`src/rtl/insn_fetch_unit.sv`:
```
// insn_fetch_unit: prefetching instruction fetch stage feeding insn_decoder.
// Optional macro IFU_BYPASS_EN forwards ack data straight to the decoder.
module insn_fetch_unit #(
  parameter int          DEPTH    = 4,
  parameter logic [31:0] PC_STEP  = 32'd1,
  parameter logic [31:0] RESET_PC = 32'h0000_0000,
  parameter logic [31:0] NOP_WORD = 32'h0000_0000
) (
  input  logic        clk,
  input  logic        rst,
  input  logic [31:0] pc,
  input  logic        pcincr,
  output logic [31:0] word,
  output logic        word_valid,
  output logic        imem_req,
  output logic [31:0] imem_addr,
  input  logic        imem_ack,
  input  logic [31:0] imem_rdata
);

  localparam int AW = $clog2(DEPTH);
  localparam logic [AW:0] FULL = (AW+1)'(DEPTH);

  typedef enum logic [1:0] {
    IDLE,
    REQ,
    DROP
  } state_t;

  state_t state;
  state_t state_nx;

  logic [31:0] fifo_addr [DEPTH];
  logic [31:0] fifo_insn [DEPTH];
  logic [AW-1:0] rd_ptr;
  logic [AW-1:0] wr_ptr;
  logic [AW:0] count;
  logic [AW:0] cnt_after_pop;
  logic [31:0] fptr;

  logic [31:0] head_addr;
  logic [31:0] head_insn;
  logic fifo_nz;
  logic hit;
  logic byp;
  logic redirect;
  logic pop;
  logic push;
  logic issue;

  assign head_addr = fifo_addr[rd_ptr];
  assign head_insn = fifo_insn[rd_ptr];
  assign fifo_nz   = (count != '0);
  assign hit       = fifo_nz && (head_addr == pc);

`ifdef IFU_BYPASS_EN
  assign byp = !fifo_nz && (state == REQ) &&
               imem_ack && (imem_addr == pc);
`else
  assign byp = 1'b0;
`endif

  assign redirect =
    (fifo_nz && (head_addr != pc)) ||
    (!fifo_nz && (state != REQ) && (fptr != pc)) ||
    (!fifo_nz && (state == REQ) && (imem_addr != pc));

  assign pop  = hit && pcincr && !redirect;
  assign push = (state == REQ) && imem_ack &&
                !redirect && !(byp && pcincr);

  assign cnt_after_pop = count - (AW+1)'(pop);
  assign issue = (state == IDLE) && !redirect &&
                 (cnt_after_pop < FULL);

  // Decoder word: FIFO head when it matches pc, else ack bypass or NOP.
  always_comb begin
    word       = NOP_WORD;
    word_valid = 1'b0;
    unique case (1'b1)
      hit: begin
        word       = head_insn;
        word_valid = 1'b1;
      end
      byp: begin
        word       = imem_rdata;
        word_valid = 1'b1;
      end
      default: ;
    endcase
  end

  // Request FSM next state; a redirect mid-request turns it into a drop.
  always_comb begin
    state_nx = state;
    unique case (state)
      IDLE: if (issue) state_nx = REQ;
      REQ: begin
        if (imem_ack)      state_nx = IDLE;
        else if (redirect) state_nx = DROP;
      end
      DROP: if (imem_ack) state_nx = IDLE;
      default: state_nx = IDLE;
    endcase
  end

  // FSM, FIFO pointers, fetch pointer and memory request registers.
  always_ff @(posedge clk or negedge rst) begin
    if (!rst) begin
      state     <= IDLE;
      rd_ptr    <= '0;
      wr_ptr    <= '0;
      count     <= '0;
      fptr      <= RESET_PC;
      imem_req  <= 1'b0;
      imem_addr <= '0;
    end else begin
      state <= state_nx;
      if (redirect) begin
        rd_ptr <= '0;
        wr_ptr <= '0;
        count  <= '0;
        fptr   <= pc;
      end else begin
        if (pop)   rd_ptr <= rd_ptr + 1'b1;
        if (push)  wr_ptr <= wr_ptr + 1'b1;
        if (issue) fptr   <= fptr + PC_STEP;
        count <= count + (AW+1)'(push)
                       - (AW+1)'(pop);
      end
      if (issue) begin
        imem_req  <= 1'b1;
        imem_addr <= fptr;
      end else if ((state != IDLE) && imem_ack) begin
        imem_req <= 1'b0;
      end
    end
  end

  // FIFO storage, tagged with the address it was fetched from.
  always_ff @(posedge clk) begin
    if (push) begin
      fifo_addr[wr_ptr] <= imem_addr;
      fifo_insn[wr_ptr] <= imem_rdata;
    end
  end

endmodule

```
`config.mk`:
```
export PLATFORM = sky130hd
export DESIGN_NAME = insn_fetch_unit
export DESIGN_NICKNAME = d
export VERILOG_FILES = /design/src/rtl/insn_fetch_unit.sv
export SDC_FILE = /design/constraint.sdc
export NUM_CORES = 1
export LEC_CHECK = 0
export CAP_MARGIN = 20
export CORE_MARGIN = 4
export CORE_UTILIZATION = 58
export DETAILED_ROUTE_END_ITERATION = 6
export MAX_ROUTING_LAYER = met4
export PLACE_DENSITY_LB_ADDON = 0.05
export SLEW_MARGIN = 40
export SYNTH_ARGS = -nofsm -noshare
export SYNTH_HDL_FRONTEND = slang
export SYNTH_SLANG_ARGS = --single-unit
```
`constraint.sdc`:
```
create_clock -name clk -period 6 [get_ports clk]
set_input_delay 1.2 -clock clk [delete_from_list [all_inputs] [get_ports clk]]
set_output_delay 1.2 -clock clk [all_outputs]
set_load 0.01 [all_outputs]
```
Word level (Yosys, flattened, before mapping)
Memory sizes are Yosys's and may differ from the RTL's. Cells that the tools add are included.

Memories kept: 2. Word-level logic and storage cells: 69. Bits in writable memories: 256. Input port bits: 68. Register bits: 74.

Memories: fifo_addr (words 4, width 32, rd ports 1, clocked after Yosys merged registers in 0, write ports 1, line 33) `logic [31:0] fifo_addr [DEPTH];`; fifo_insn (words 4, width 32, rd ports 1, clocked after Yosys merged registers in 0, write ports 1, line 34) `logic [31:0] fifo_insn [DEPTH];`.

Reductions and logical operators: 25. Muxes and demuxes: 18. $lt $le $gt $ge: 1. Equality and inequality tests: 10. Add/sub/neg operators: 6.

Operator list (number): 32-bit two-way mux (3); 32-bit != test (3); 32-bit by 1-bit adder with 32-bit output (second input constant) (1); 32-bit == test (1); 2-bit two-way mux (8); 1-bit logical AND (13); 2-bit nonzero test (5); 2-bit case mux with 3 select lines (1); 3-bit by 1-bit subtractor with 3-bit output (2); 1-bit two-way mux (5); 2-bit by 1-bit adder with 2-bit output (second input constant) (2); 2-bit != test (second input constant) (2); 3-bit by 1-bit adder with 3-bit output (1); 3-bit < comparator (second input constant) (1); 3-bit two-way mux (1); 3-bit != test (second input constant) (1); 3-bit AND reduction (1); 3-bit nonzero test (1); 2-bit by 1-bit == test with 1-bit output (second input constant) (1); 2-bit == test (second input constant) (1); 1-bit logical NOT (2); 2-bit logical NOT (1); 1-bit logical OR (2); 2-bit by 1-bit != test with 1-bit output (second input constant) (1).

Longest topological paths before layout
Depth after elaboration: 13. Depth in mapped cells: 20. Gate-level depth less buffers: 16.

Least setup slack after synthesis
No wires, ideal clock.

Path type: input-to-reg. Start point: input port pc[7]. End point: memory fifo_addr[0][0], enable pin. Arrival time: 4.550 ns. Slack: 1.021 ns. Cell stages on the path: 9. Data required time: 5.571 ns. Buffers on the path: 2. Path through: clkbuf_1 xor2_1 nand3_1 a2111oi_4 nand3_1 a31o_2 buf_2 nor2_1 and2_1.

Longest elaborated chain between the ends: 8.

Ends and longest elaborated chain: from (decl) (line 11) `input logic [31:0] pc,`; 32-bit != test (on tied branches) (line 64, 65); 1-bit logical AND (on tied branches) (line 64, 65); 1-bit logical OR (line 64) `(fifo_nz && (head_addr != pc)) ||`; 1-bit logical OR * (line 65) `(!fifo_nz && (state != REQ) && (fptr != pc)) ||`; 1-bit logical NOT * (line 70) `!redirect && !(byp && pcincr);`; 1-bit logical AND * (line 69) `assign push = (state == REQ) && imem_ack &&`; 1-bit two-way mux * (line 142) `if (push) begin`; 1-bit two-way mux (not written as such) * (line 143) `fifo_addr[wr_ptr] <= imem_addr;`; to (decl) (line 33).

Mark *: on every way between the ends. The rest lies on a longest branch, timed or not.

Final worst setup path
Start point: register rd_ptr[0]. End point: output port word[26].

Longest elaborated chain between the ends: 4.

Ends and longest elaborated chain: from (decl) (line 35) `logic [AW-1:0] rd_ptr;`; from (signal assigned) (line 125) `if (pop) rd_ptr <= rd_ptr + 1'b1;`; memory 4 x 32 bit; 32-bit == test (line 54) `assign hit = fifo_nz && (head_addr == pc);`; 1-bit logical AND (line 54); 32-bit two-way mux * (line 80) `unique case (1'b1)`; to (decl) (line 13) `output logic [31:0] word,`.

Marked as above.

==> flow_summary.ini <==
[yosys]
synth-compound-area-share = 0.03684
synth_mux_area_frac = 0.1288
synthCells = 906
netlist_top_cells_area = edfxtp_1 53%, dfrtp_1 13%, mux4_2 7.3%
synth.distinct_cells = 52
ys_async_sr_fraction = 0.2242
synth_xor_area_frac = 0.06477
synth_area_sq_um = 14470
yosysTopAreaCellShare = 0.5313
ys_warn_count = 0
synth_edf_count = 256
ys_ff_latch = 330
syn_avg_cell_area_sq_um = 15.97
synth-simple-area-share = 0.07861
synth-main-ff-cell = edfxtp_1
syn-num-nets = 982
synthAdderAreaFrac = 0.007437
synth-seq-area-share = 0.6593
synth_top_family_by_area = multiplexers
synth_top_area_cell = edfxtp_1

[routing]
wl_per_cell_microns = 22.01
drc_errors = 0
num_vias = 8179
drtPass1Iterations = 5
antenna_left = 0
vias_per_cell = 5.851
first_iter_violations = 823
wl_microns = 30770

[power]
seqPwrFrac = 0.527
swShare = 0.1983
combPwrFrac = 0.034
switching_power_uw = 934.7
ir_worst_vdd_v = 0.0002370
p_leak_uw = 0.006172
p_total_uw = 4713
p_int_uw = 3778
clkPwrFrac = 0.439
power.density_nw_per_um2 = 272.3

[placement]
dp.final_hpwl_microns = 20580
placed_area_sq_um = 16190
placed_cells = 1334
gp_congestion = 0.9552
portBuffers = 133

[job]
max-cap-violations = 0

[sta]
setup_violations = 0
clock.fmax_mhz = 187.2
hold_violations = 0
rsz0062_at_grt = false
post-route-min-period_ns = 5.343
whs_ns = 0.5072
finClkSkew_ns = 0.01927
period_share = 0.8904
setup_tns_ns = 0
timing.slew.headroom = 0.4973
tightestPinTransition_ns = 0.7483
slew_violations = 0

[die]
die_w_microns = 165.9
num_rows = 57
core_sq_um = 24460
initial_utilization = 0.5915
die_h_microns = 165.9
dieArea_sq_um = 27540
num_io_pins = 134

[cts]
cts.sinks = 330
cts_max_path_buffers = 3
post_cts_buffers = 0
cts-buffers-inserted = 34
holdBufCountCts = 0
htree_levels = 2
path_clk_slew_ns = 0.06
cts_tree = yes
cts-root-buf = clkbuf_16
clock_latency_ns = 0.52
cts_resized = 0

[finish]
finalNonFillerCells = 1398
final_layout_size_suffix_gt1_frac = 0.1407
fin_area_sq_um = 17310
final_nets = 1123
area_delta_synth_final_pct = 19.62

[grt]
grt_pass1_vias = 8310
grt-ovfl-total = 0
grt_use_met1 = 0.3056
top_usage_layer = met2
grt_use_met3 = 0.03642
grtUsageMet2 = 0.3841
grt_pass1_wl_microns = 48450
antenna_found_initial = 1
grt_max_degree = 49
grt_usage = 0.2307

[status]
outcome = finished clean

[critical_path]
start_kind = register
crit_arrival_ns = 4.14
path_max_fanout = 33
worstSetupPathType = reg2out
critPathRequiredTime_ns = 4.80
end_kind = primary output

[hold_path]
hp-class = reg2reg
[layout by cell type, fill, tap and decap left out, types with 26 or more instances in the layout]
cell             Yosys  routed
nor2b_1             34      34
nor2_1              28      28
edfxtp_1           256     256
dfrtp_1             74      72
nand2_1             47      47
nand4_1             26      26
mux4_2              47      47
clkdlybuf4s50_1      0     132
xor2_1              30      30
xnor2_1             77      77
clkbuf_16            0      34
[per-layer routing]
layer | part of all wire | vias to the layer above
li1 | - | 3751
met1 | 0.41 | 4129
met2 | 0.52 | 261
met3 | 0.056 | 38
met4 | 0.014 | 0
met5 | 0 | -
[cell type report]
type	count	area [sq um]
clock buffer	52	958.4
sequential	330	9544
clock inverter	10	141.4
fill	1621	7154
multi-input combinational	505	4608
tap	324	405.4
inverter	21	78.83
antenna	1	2.502
timing repair buffer	155	1569
[synth_stat cells, types with 9 or more instances]
cell type,instances
nand4_1,26
nor2b_1,34
nor4_1,10
inv_1,21
edfxtp_1,256
nand3_1,21
xnor2_1,77
xor2_1,30
mux2i_1,25
dfrtp_1,74
nand2_1,47
buf_2,9
mux4_1,13
nor2_1,28
o21ai_0,25
clkbuf_1,29
mux2_2,19
mux4_2,47
[sequential cells by signal, indices dropped and copies added, names as in the netlist]
signal and cells:
fifo_addr 128, wr_ptr 2, imem_addr 32, state 2
fifo_insn 128, count 3, rd_ptr 2, fptr 32
imem_req 1
[per-stage QoR]
step,util,setup WS (ns)
after floorplan,-,1.021
after global placement,0.6614,0.7899
after detailed placement,0.6617,0.7044
after CTS,0.7066,0.2760
after global routing,0.7075,0.3917
final,0.7075,0.6574
[final timing paths]
| kind | slack (ns) | startpoint | to | depth (start not counted) |
|---|---|---|---|---|
| setup / recovery | 0.66 | rd_ptr[0] | word[26] | 9 |
| hold / removal | 0.51 | imem_req | imem_req | 2 |
| setup reg to reg | 1.43 | rd_ptr[0] | count[2] | 17 |
| hold reg to reg | 0.51 | imem_req | imem_req | 2 |
| max in group asynchronous | 4.43 | rst | rd_ptr[0] | 2 |
| min in group asynchronous | 0.67 | rst | imem_addr[2] | 1 |
[cells by family (layout without fill, tap and decap cells)]
| family | count (synthesis) | in the layout |
|---|---|---|
| mux | 104 | 104 |
| buf+inv | 71 | 238 |
| compound gates | 75 | 75 |
| flops | 330 | 330 |
| simple gates | 211 | 211 |
| fa+ha+maj | 8 | 8 |
| other cells | 0 | 1 |
| xor+xnor | 107 | 107 |
[critical path: stages, from the launching register on]
cell and delay (ns):
dfrtp_4 0.60, buf_12 0.27, mux4_2 0.54, xnor2_1 0.20
nand4_1 0.24, nor4_4 0.46, nand3_1 0.21, buf_4 0.30
nor2b_1 0.16, clkdlybuf4s50_1 0.57
[power groups by stage]
stage | combinational [uW] | clock, uW | sequential [uW]
finish | 162 | 2070 | 2480
global route | 175 | 2220 | 2480
CTS | 163 | 2110 | 2480
global placement | 161 | 0 | 2530
floorplan | 67.0 | 0 | 2520
detailed placement | 162 | 0 | 2530
(Power assumes the default switching activity.)
==> RTL change 1: new RTL, same flow settings <==
Encoding of `state_t`: now one-hot (3 bits for 3 states).
--- a/src/rtl/insn_fetch_unit.sv
+++ b/src/rtl/insn_fetch_unit.sv
@@ -23,6 +23,6 @@
 
-  typedef enum logic [1:0] {
-    IDLE,
-    REQ,
-    DROP
+  typedef enum logic [2:0] {
+    IDLE = 3'b001,
+    REQ  = 3'b010,
+    DROP = 3'b100
   } state_t;
Function: no difference found for any inputs over 4 cycles, from zero or initial values and one cycle with rst low; so few cycles prove little.
==> RTL change 1 against the unedited design <==
  * Routed wire length grew 12%
  * Die area up 1.6%
  * Area after synthesis increased by 1.7%
  * Power grew 2.2%
  * Sequential cell count increased by 1
  * Via count is 6.0% higher
  * Worst setup slack worse by 0.099 ns
  * Synthesized cell count increased by 1.8%
  * Design area is 1.9% higher
  * Critical endpoint is now word[22]
  * Largest cell class unchanged
==> RTL change 1: results (changes against the unedited design) <==
{| class="wikitable"
! Metric !! Value
|-
| Post-synth ARST share || 22.7% (was 22.4%)
|-
| Max stage delay on crit path || 0.89 ns (was 0.60 ns)
|-
| Maximum level of the CTS H-tree || 2 (unchanged)
|-
| LEAKAGE || 6.42 nW (was 6.17 nW)
|-
| Multiplexer area fraction after synthesis || 12.8% (was 12.9%)
|-
| Maximum resistive drop on vdd || 0.232 mV (was 0.237 mV)
|-
| Setup skew after layout || 0.0101 ns (was 0.0193 ns)
|-
| Capture point of the worst path || word[22] (was word[26])
|-
| Fraction of final layout cells sized beyond drive strength 1 || 16.3% (was 14.1%)
|-
| Drt total wl || 34400 microns (was 30800 microns)
|-
| Synth Area in Compound Gates || 4.25% (was 3.68%)
|-
| PnR worst setup slack || 0.558 ns (was 0.657 ns)
|-
| Comb pwr || 0.176 mW (was 0.162 mW)
|-
| Post-Synthesis Cells || 922 (was 906)
|-
| Met1 Routed Length || 14200 microns (was 12700 microns)
|-
| Met3 Routed Length || 2000 microns (was 1730 microns)
|-
| List of most frequent post-synthesis cells || sky130_fd_sc_hd__edfxtp_1, sky130_fd_sc_hd__dfrtp_1, sky130_fd_sc_hd__xnor2_1, sky130_fd_sc_hd__mux4_2, sky130_fd_sc_hd__nand2_1 (was sky130_fd_sc_hd__edfxtp_1, sky130_fd_sc_hd__xnor2_1, sky130_fd_sc_hd__dfrtp_1, sky130_fd_sc_hd__mux4_2, sky130_fd_sc_hd__nand2_1)
|-
| Sequential-to-total area share from yosys stat || 65.0% (was 65.9%)
|-
| Initial drt markers || 762 (was 823)
|-
| Flip-flop cell with the highest count after synthesis || sky130_fd_sc_hd__edfxtp_1 (unchanged)
|-
| Via count of the first global-routing pass || 8758 (was 8310)
|-
| Global Route met3 Usage || 4.32% (was 3.64%)
|-
| DR vias/cell || 6.09 (was 5.85)
|-
| Met1 usage || 34.1% (was 30.6%)
|-
| Cells after DPL || 1360 (was 1334)
|-
| Largest net degree at the start of global routing || 76 (was 49)
|-
| Met2 wire len || 17100 microns (was 15900 microns)
|-
| Critical-path maximum fanout || 41 (was 33)
|-
| Depth of the most critical reg-to-reg path || 9 (was 17)
|-
| Worst slack after detailed placement || 0.634 ns (was 0.704 ns)
|-
| Switching power || 0.972 mW (was 0.935 mW)
|-
| Net total in the final layout || 1143 (was 1123)
|-
| Global placer's final weighted congestion || 1.03 (was 0.955)
|-
| # resized after CTS || 0 (unchanged)
|-
| Arrival time of data at the critical path endpoint || 4.24 ns (was 4.14 ns)
|-
| Count of cell types in the netlist || 69 (was 52)
|-
| Run status || finished clean (unchanged)
|-
| CP top delay family || simple AND/OR/NAND/NOR gates (was buffers and inverters)
|-
| GRT Util Overall || 25.2% (was 23.1%)
|-
| Internal reg-to-reg setup slack || 1.34 ns (was 1.43 ns)
|-
| Int Pwr || 3.84 mW (was 3.78 mW)
|-
| Fraction of synthesized cell area in xor and xnor cells || 6.17% (was 6.48%)
|-
| Met2 Track Usage GR || 40.0% (was 38.4%)
|-
| Worst hold margin || 0.536 ns (was 0.507 ns)
|}
## RTL change 1: changes by cell type in the layout (fill, tap and decap cells not counted), sizes merged, moves of 8 or more
cell    before  now
o211ai       3   21
o311ai       0   12
o21ai       25   11
xnor2       77   67
mux2i       25   12
mux2        19   32
a221o        8    0
## RTL change 1: layout make-up
type	instances	area (sq um)
antenna	1	2.50
clock buffer	48	956
clock inverter	15	190
fill	1761	7460
inverter	21	78.8
multi-input combinational	523	4860
sequential	331	9570
tap	330	413
timing repair buffer	155	1580
## RTL change 1: through the flow
step | cell area (sq um) | util (%)
6_report | 17600 | 70.3
5_1_grt | 17600 | 70.3
4_1_cts | 17600 | 70.3
3_5_place_dp | 16500 | 65.7
3_3_place_gp | 16500 | 65.6
2_1_floorplan | 14700 | -
## RTL change 1: worst min-delay path: cells and delay by family, from the launching register on
kind	cells	cell delay, ns
DFF	1	0.35
AOI/OAI and AO/OA	1	0.09
and+or+nand+nor	1	0.07
==> RTL change 2: new RTL, same settings <==
Made on the original files. `DEPTH`: 4 -> 16.
--- a/src/rtl/insn_fetch_unit.sv
+++ b/src/rtl/insn_fetch_unit.sv
@@ -3,3 +3,3 @@
 module insn_fetch_unit #(
-  parameter int          DEPTH    = 4,
+  parameter int          DEPTH    = 16,
   parameter logic [31:0] PC_STEP  = 32'd1,
Check against the original RTL: same outputs for any inputs over 4 cycles, from zero or initial values and one cycle with rst low; that may be too few to reach the edited logic, so the function may still have changed.
==> RTL change 2 against the unedited design <==
  * Register-to-register slack lost 0.80 ns
  * Cell count grew to 2.6 times the old value
  * Sequential power grew to 3.4 times the old value
  * Power grew to 3.3 times the old value
  * Design area grew to 3.0 times the old value
  * Die area grew to 3.0 times the old value
  * Count of clock-buffer cells in the layout grew 82
  * Clock skew grew 0.0015 ns
  * Routed wire length grew to 3.7 times the old value
  * Sequential cell count grew 774
  * Worst setup slack lost 0.54 ns
  * Area after synthesis grew to 3.1 times the old value
  * Largest power group unchanged
  * Highest routed layer unchanged
==> RTL change 2: results (changes against the unedited design) <==
{| class="wikitable"
! Metric !! Value
|-
| Run status || finished clean (unchanged)
|-
| Final worst-path cycle share || 98.0% (was 89.0%)
|-
| Largest net degree at the start of global routing || 90 (was 49)
|-
| Source-to-sink clock delay at the later pin of the worst-skew pair || 0.68 ns (was 0.52 ns)
|-
| Depth of the most critical reg-to-reg path || 19 (was 17)
|-
| DR vias/cell || 6.45 (was 5.85)
|-
| Via count of the first global-routing pass || 23918 (was 8310)
|-
| Buffers outside the clock class || 249 (was 155)
|-
| CTS Buf Count || 111 (was 34)
|-
| Switching power || 3.08 mW (was 0.935 mW)
|-
| Clock-cell share of area || 7.16% (was 6.35%)
|-
| Setup skew after layout || 0.0208 ns (was 0.0193 ns)
|-
| Multiplexer area fraction after synthesis || 15.5% (was 12.9%)
|-
| Net total in the final layout || 2575 (was 1123)
|-
| Largest registers ranked by flip-flop count || fifo_addr x512, fifo_insn x512 (was fifo_addr x128, fifo_insn x128)
|-
| Fraction of final layout cells sized beyond drive strength 1 || 22.9% (was 14.1%)
|-
| Multi-Input Combinational || 1001 (was 505)
|-
| Count of cell types in the netlist || 66 (was 52)
|-
| Post-synth ARST share || 7.25% (was 22.4%)
|-
| Reg-to-reg critical path endpoint || count[4] (was count[2])
|-
| Initial drt markers || 2659 (was 823)
|-
| Drt total wl || 113000 microns (was 30800 microns)
|-
| List of most frequent post-synthesis cells || sky130_fd_sc_hd__edfxtp_1, sky130_fd_sc_hd__mux4_2, sky130_fd_sc_hd__nand2_1, sky130_fd_sc_hd__mux2i_1, sky130_fd_sc_hd__xor2_1 (was sky130_fd_sc_hd__edfxtp_1, sky130_fd_sc_hd__xnor2_1, sky130_fd_sc_hd__dfrtp_1, sky130_fd_sc_hd__mux4_2, sky130_fd_sc_hd__nand2_1)
|-
| Share of the final layout cell area in multi-input gates || 21.8% (was 26.6%)
|-
| Arrival time of data at the critical path endpoint || 4.68 ns (was 4.14 ns)
|-
| Number of flops mapped to enable cells by yosys || 1024 (was 256)
|-
| Fraction of synthesized cell area in xor and xnor cells || 2.34% (was 6.48%)
|-
| Total number of clock tree sinks || 1104 (was 330)
|}
RTL change 2: cell count changes in the layout (fill, tap and decap cells not counted), sizes merged, moves of 27 or more:
cell	unedited run	this run
clkinv	5	56
nor4	11	38
buf	23	117
xnor2	77	38
clkbuf	52	134
mux2i	25	86
xor2	30	81
mux4	60	266
edfxtp	256	1024
nand2	47	127
RTL change 2: timing repair:
item | 4_1_cts | 5_1_grt
pin swaps | 0 | 2
buffers inserted | 15 | 5
endpoints found under the setup margin | 33 | 33
resized for setup | 4 | 6
RTL change 2: metal layers:
metal  share of wire [%]  vias to the layer above  global-route usage (%)
li1                    -                     9670                       -
met1                  41                    12524                    40.5
met2                  50                      977                    46.0
met3                 6.6                      194                    3.92
met4                 2.9                        0                    7.91
met5                   0                        -                       -
RTL change 2: power by group through the flow:
stage	Clock [mW]	Combinational (mW)	Sequential, mW
2_1_floorplan	0	0.0778	8.53
3_3_place_gp	0	0.213	8.54
3_5_place_dp	0	0.218	8.54
4_1_cts	7.08	0.220	8.38
5_1_grt	7.44	0.237	8.38
6_report	6.97	0.221	8.38
RTL change 2: worst min-delay path by stage:
stage / startpoint / endpoint / slack (ns) / cells after the start
3_3_place_gp: imem_req / imem_req / 0.47 / 2
6_report: imem_req / imem_req / 0.48 / 2
5_1_grt: rst / fptr[8] / 0.50 / 1
2_1_floorplan: fptr[21] / imem_addr[21] / 0.51 / 2
4_1_cts: rst / fptr[8] / 0.48 / 1
3_5_place_dp: imem_req / imem_req / 0.48 / 2
RTL change 2: per-stage QoR:
step	total power, mW	utilization, %	cell area (sq um)
2_1_floorplan	8.61	-	44600
3_3_place_gp	8.75	63.0	47900
3_5_place_dp	8.76	63.0	47900
4_1_cts	15.7	68.1	51800
5_1_grt	16.0	68.3	51900
6_report	15.6	68.3	51900
